==> src/rtl/division_pkg.sv <==
// Shared definitions for the repeated-subtraction divider: FSM state encoding and default width.
package division_pkg;

  localparam int DEFAULT_WIDTH = 5;

  typedef enum logic [1:0] {
    IDLE   = 2'd0,
    LOAD_A = 2'd1,
    CALC   = 2'd2,
    DONE   = 2'd3
  } state_t;

endpackage

==> src/rtl/division_datapath.sv <==
// Divider datapath: dividend/remainder register A, divisor register B, quotient register P,
// subtractor, incrementer and unsigned comparator. Port a exists only with DIVISION_REMAINDER_EN.
module division_datapath import division_pkg::*; #(
  parameter int WIDTH = DEFAULT_WIDTH
) (
  input  logic             clk,
  input  logic             rst,
  input  logic [WIDTH-1:0] data_in,
  input  logic             lda,
  input  logic             ldb,
  input  logic             clrp,
  input  logic             incp,
  input  logic             satp,
  input  logic             selin,
  output logic             lt,
  output logic             gt,
  output logic             eq,
  output logic             b_zero,
`ifdef DIVISION_REMAINDER_EN
  output logic [WIDTH-1:0] a,
`endif
  output logic [WIDTH-1:0] p
);

`ifndef DIVISION_REMAINDER_EN
  logic [WIDTH-1:0] a;
`endif
  logic [WIDTH-1:0] b;
  logic [WIDTH-1:0] diff;

  // Only evaluated into A when A >= B, so the difference never underflows.
  assign diff = a - b;

  always_ff @(posedge clk) begin
    if (rst) begin
      a <= '0;
      b <= '0;
      p <= '0;
    end else begin
      if (lda) a <= selin ? data_in : diff;
      if (ldb) b <= data_in;
      if (clrp)      p <= '0;
      else if (satp) p <= '1;
      else if (incp) p <= p + 1'b1;
    end
  end

  assign lt     = (a < b);
  assign gt     = (a > b);
  assign eq     = (a == b);
  assign b_zero = (b == '0);

endmodule

==> src/rtl/division_controller.sv <==
// Top of the divider: two-process FSM that sequences the datapath strobes.
// Optional macro DIVISION_REMAINDER_EN exposes the remainder on port rem.
module division_controller import division_pkg::*; #(
  parameter int WIDTH = DEFAULT_WIDTH
) (
  input  logic             clk,
  input  logic             rst,
  input  logic             start,
  input  logic [WIDTH-1:0] data_in,
  output logic [WIDTH-1:0] p,
`ifdef DIVISION_REMAINDER_EN
  output logic [WIDTH-1:0] rem,
`endif
  output logic             done
);

  state_t state, next_state;
  logic lda, ldb, clrp, incp, satp, selin;
  logic lt, gt, eq, b_zero;

  division_datapath #(.WIDTH(WIDTH)) u_datapath (
    .clk     (clk),
    .rst     (rst),
    .data_in (data_in),
    .lda     (lda),
    .ldb     (ldb),
    .clrp    (clrp),
    .incp    (incp),
    .satp    (satp),
    .selin   (selin),
    .lt      (lt),
    .gt      (gt),
    .eq      (eq),
    .b_zero  (b_zero),
`ifdef DIVISION_REMAINDER_EN
    .a       (rem),
`endif
    .p       (p)
  );

  // done is registered from the next state so it is high exactly while in DONE.
  always_ff @(posedge clk) begin
    if (rst) begin
      state <= IDLE;
      done  <= 1'b0;
    end else begin
      state <= next_state;
      done  <= (next_state == DONE);
    end
  end

  always_comb begin
    next_state = state;
    lda   = 1'b0;
    ldb   = 1'b0;
    clrp  = 1'b0;
    incp  = 1'b0;
    satp  = 1'b0;
    selin = 1'b0;
    unique case (state)
      IDLE: begin
        if (start) begin
          ldb        = 1'b1;
          clrp       = 1'b1;
          next_state = LOAD_A;
        end
      end
      LOAD_A: begin
        lda        = 1'b1;
        selin      = 1'b1;
        next_state = CALC;
      end
      CALC: begin
        // Zero divisor saturates the quotient instead of looping forever.
        if (b_zero) begin
          satp       = 1'b1;
          next_state = DONE;
        end else if (gt || eq) begin
          lda  = 1'b1;
          incp = 1'b1;
        end else if (lt) begin
          next_state = DONE;
        end
      end
      DONE: begin
        if (!start) next_state = IDLE;
      end
      default: next_state = IDLE;
    endcase
  end

endmodule

==> config.mk <==
export PLATFORM = sky130hd
export DESIGN_NAME = division_controller
export DESIGN_NICKNAME = d
export VERILOG_FILES = /design/src/rtl/division_pkg.sv /design/src/rtl/division_datapath.sv /design/src/rtl/division_controller.sv
export SDC_FILE = /design/constraint.sdc
export NUM_CORES = 1
export LEC_CHECK = 0
export CORE_UTILIZATION = 50
export DETAILED_ROUTE_END_ITERATION = 12
export DONT_BUFFER_PORTS = 1
export HOLD_SLACK_MARGIN = 0.15
export PLACE_DENSITY = 0.67
export SLEW_MARGIN = 10
export SYNTH_ARGS = -nofsm -noshare
export SYNTH_HDL_FRONTEND = slang
export SYNTH_SLANG_ARGS = --single-unit
==> constraint.sdc <==
create_clock -name clk -period 1.98 [get_ports clk]
set_input_delay 0.396 -clock clk [delete_from_list [all_inputs] [get_ports clk]]
set_output_delay 0.396 -clock clk [all_outputs]
set_load 0.02 [all_outputs]
==> metrics.yaml <==
syn_inst: 134
fin_crit_sh: 0.958
cts_tree: "done"
rrSetupSlack_ns: 0.08
drcViolationCount: 0
rsz0062_at_grt: "false"
gp_congestion: 0.874
yosysUniqueCellTypes: 37
synth_top_area_cell: "dfxtp_1"
max-slew-margin-rel: 0.629
rr_endpoint: "u_datapath.a[4]"
drive_gt1_frac: 0.204
rr_startpoint: "u_datapath.a[0]"
ys_seq_area_frac: 0.316
cts.sinks: 18
r2r_cells: 9
cts_max_path_buffers: 2
yosys.cell_count.top_type: "dfxtp_1"
syn_area_um2: 1140
dp_cells: 168
clkPwrFrac: 0.172
port_buffers: 0
wirelength_mm: 2.68
maxCapViolations: 0
die_y_um: 49.7
chipWidth_um: 49.7
syn_nets: 154
clkTransAtPathRegs_ns: 0.12
synth_xor_area_frac: 0.0384
seqCellArea_um2: 364
critical_path_class: "register to register"
synth-simple-area-share: 0.171
postRouteAntennaNets: 0
vias: 1018
coreArea_um2: 2040
setup_violations: 0
first_iter_violations: 15
synth.avg_cell_area_um2: 8.51
rows: 16
synth-async-reset-ratio: 0
dp.final_hpwl_mm: 1.94
p_sw_uw: 576
tightest_slew_ns: 0.552
routedWlPerCell_um: 14.9
pwr-share-comb: 0.503
intPower_uw: 840
finalHoldViolCount: 0
cp_max_fo: 2
skew_ns: 0.00900
hp-class: "primary input to register"
seqPwrFrac: 0.325
total_power_uw: 1420
final_nets: 173
clock.fmax_mhz: 527
worstHoldStart: "rst"
worst_ep_arrival_time_ns: 2.13
synth_ff_type: "dfxtp_1"
status: "completed"
synthAdderAreaFrac: 0.138
grt_max_degree: 12
netlist_top_cells_count: "dfxtp_1 (18), a21oi_1 (17), inv_1 (16), nand2_1 (15), ha_1 (11)"
cellPowerDensity_nw_per_um2: 1040
endpoint_kind: "register"
grt_pass1_wl_mm: 4.57
final_cells: 179
antenna_found_initial: 0
die_area_um2: 2470
multi_input_area_um2: 737
via_per_inst: 5.69
fin_tns_setup_ns: 0
finalMaxSlewViolations: 0
muxShareOfSynthArea: 0.00878
synth_top_family_by_area: "compound AO/OA/AOI/OAI gates"
diodes: 0
fin_hold_ws_ns: 0.178
synth_edf_count: 0
start_util: 0.558
dr.pass1.iters: 4
numCtsBuffers: 3
synth_seq_cells: 18
cts-root-buf: "clkbuf_4"
grt_pass1_vias: 997
start_kind: "register"
min_period_ns: 1.90
yosysTopAreaCellShare: 0.316
fillers: 176
irDropWorstVdd_v: 0.000667
synth_compound_area_frac: 0.265
pin_count: 14
yosysWarnings: 0
htree_levels: 1
gr-total-overflow: 0
insertion_delay_ns: 0.31
holdPathEnd: "u_datapath.a[0]"
grt_usage: 0.244
area_delta_synth_final_pct: 19.6
swShare: 0.407
hold_depth: 1
netlist_top_cells_area: "dfxtp_1 (32%), ha_1 (12%), a21oi_1 (7.5%)"
required_ns: 2.21
leakagePower_uw: 0.000531
-- cell families after synthesis --
| group | after synthesis |
|---|---|
| adders and majority gates | 12 |
| xor gates and xnor gates | 5 |
| buffers and inverters | 19 |
| AOI/OAI and AO/OA | 41 |
| and+or+nand+nor | 38 |
| muxes | 1 |
| DFF | 18 |
-- worst max path at each step --
stage                            to  slack (ns)            start
finish              u_datapath.a[4]        0.08  u_datapath.a[0]
global placement    u_datapath.p[3]        0.06  u_datapath.b[2]
detailed placement  u_datapath.p[3]       0.007  u_datapath.b[2]
floorplan           u_datapath.a[4]        0.13  u_datapath.b[0]
global route        u_datapath.p[3]       0.004  u_datapath.b[1]
CTS                 u_datapath.p[3]       0.006  u_datapath.b[2]
-- sequential cells by signal, summed over array words and instances, names as in the netlist --
| signal | cells |
|---|---|
| done | 1 |
| state | 2 |
| u_datapath.a | 5 |
| u_datapath.b | 5 |
| u_datapath.p | 5 |
-- routing by layer --
layer | vias to the layer above | routed length, um | GRT usage
li1 | 511 | - | -
met1 | 476 | 1310 | 0.317
met2 | 24 | 1160 | 0.369
met3 | 7 | 159 | 0.102
met4 | 0 | 40 | 0.0619
met5 | - | 0 | 0
-- cell type report --
type | instances | area share
inverter | 16 | 0.0440
timing repair buffer | 17 | 0.0972
multi-input combinational | 97 | 0.540
clock buffer | 4 | 0.0266
tap | 27 | 0.0248
sequential | 18 | 0.267
-- power by group through the flow --
| stage | Sequential [uW] | Clock (uW) | Combinational [uW] |
|---|---|---|---|
| after floorplan | 457 | 0 | 491 |
| after global placement | 462 | 0 | 621 |
| after detailed placement | 465 | 0 | 634 |
| after CTS | 456 | 247 | 675 |
| after global routing | 469 | 253 | 784 |
| final | 461 | 243 | 712 |
-- worst max-delay path, stage by stage (launching register included) --
cell and delay, ns:
dfxtp_1 0.31, inv_1 0.07, ha_1 0.17, inv_1 0.06
fa_1 0.40, a21o_1 0.21, a21oi_2 0.14, xnor2_1 0.14
nand2b_1 0.08, a311oi_1 0.25
-- cell usage in the layout, fill, tap and decap left out, drive strengths merged, types with 2 or more instances in the layout --
cell type	synthesis	routed
nand2b	3	3
a31oi	2	2
nand3	8	8
clkbuf	3	4
a21o	2	2
and4	2	2
buf	0	15
nand2	16	16
a311oi	2	2
o211ai	2	2
inv	16	16
dfxtp	18	18
xnor2	3	3
o21ai	6	6
ha	11	11
o31ai	2	2
nor2	4	4
xor2	2	2
dlygate4sd3	0	2
a21oi	17	17
-- per-stage QoR --
stage	setup slack [ns]	cell area, um^2	util
2_1_floorplan	0.132	1140	-
3_3_place_gp	0.0552	1240	0.606
3_5_place_dp	0.00729	1240	0.606
4_1_cts	0.00616	1310	0.641
5_1_grt	0.00413	1360	0.668
6_report	0.0822	1360	0.668
-- what timing repair did --
action                                  CTS  global route
gates resized for setup                   0             6
pin swaps                                 1             2
hold buffers                              2             0
endpoints found under the hold margin     8             0
endpoints found under the setup margin    1            10
setup buffers                             2             3
Note: power is estimated with default switching activity, not from simulation.
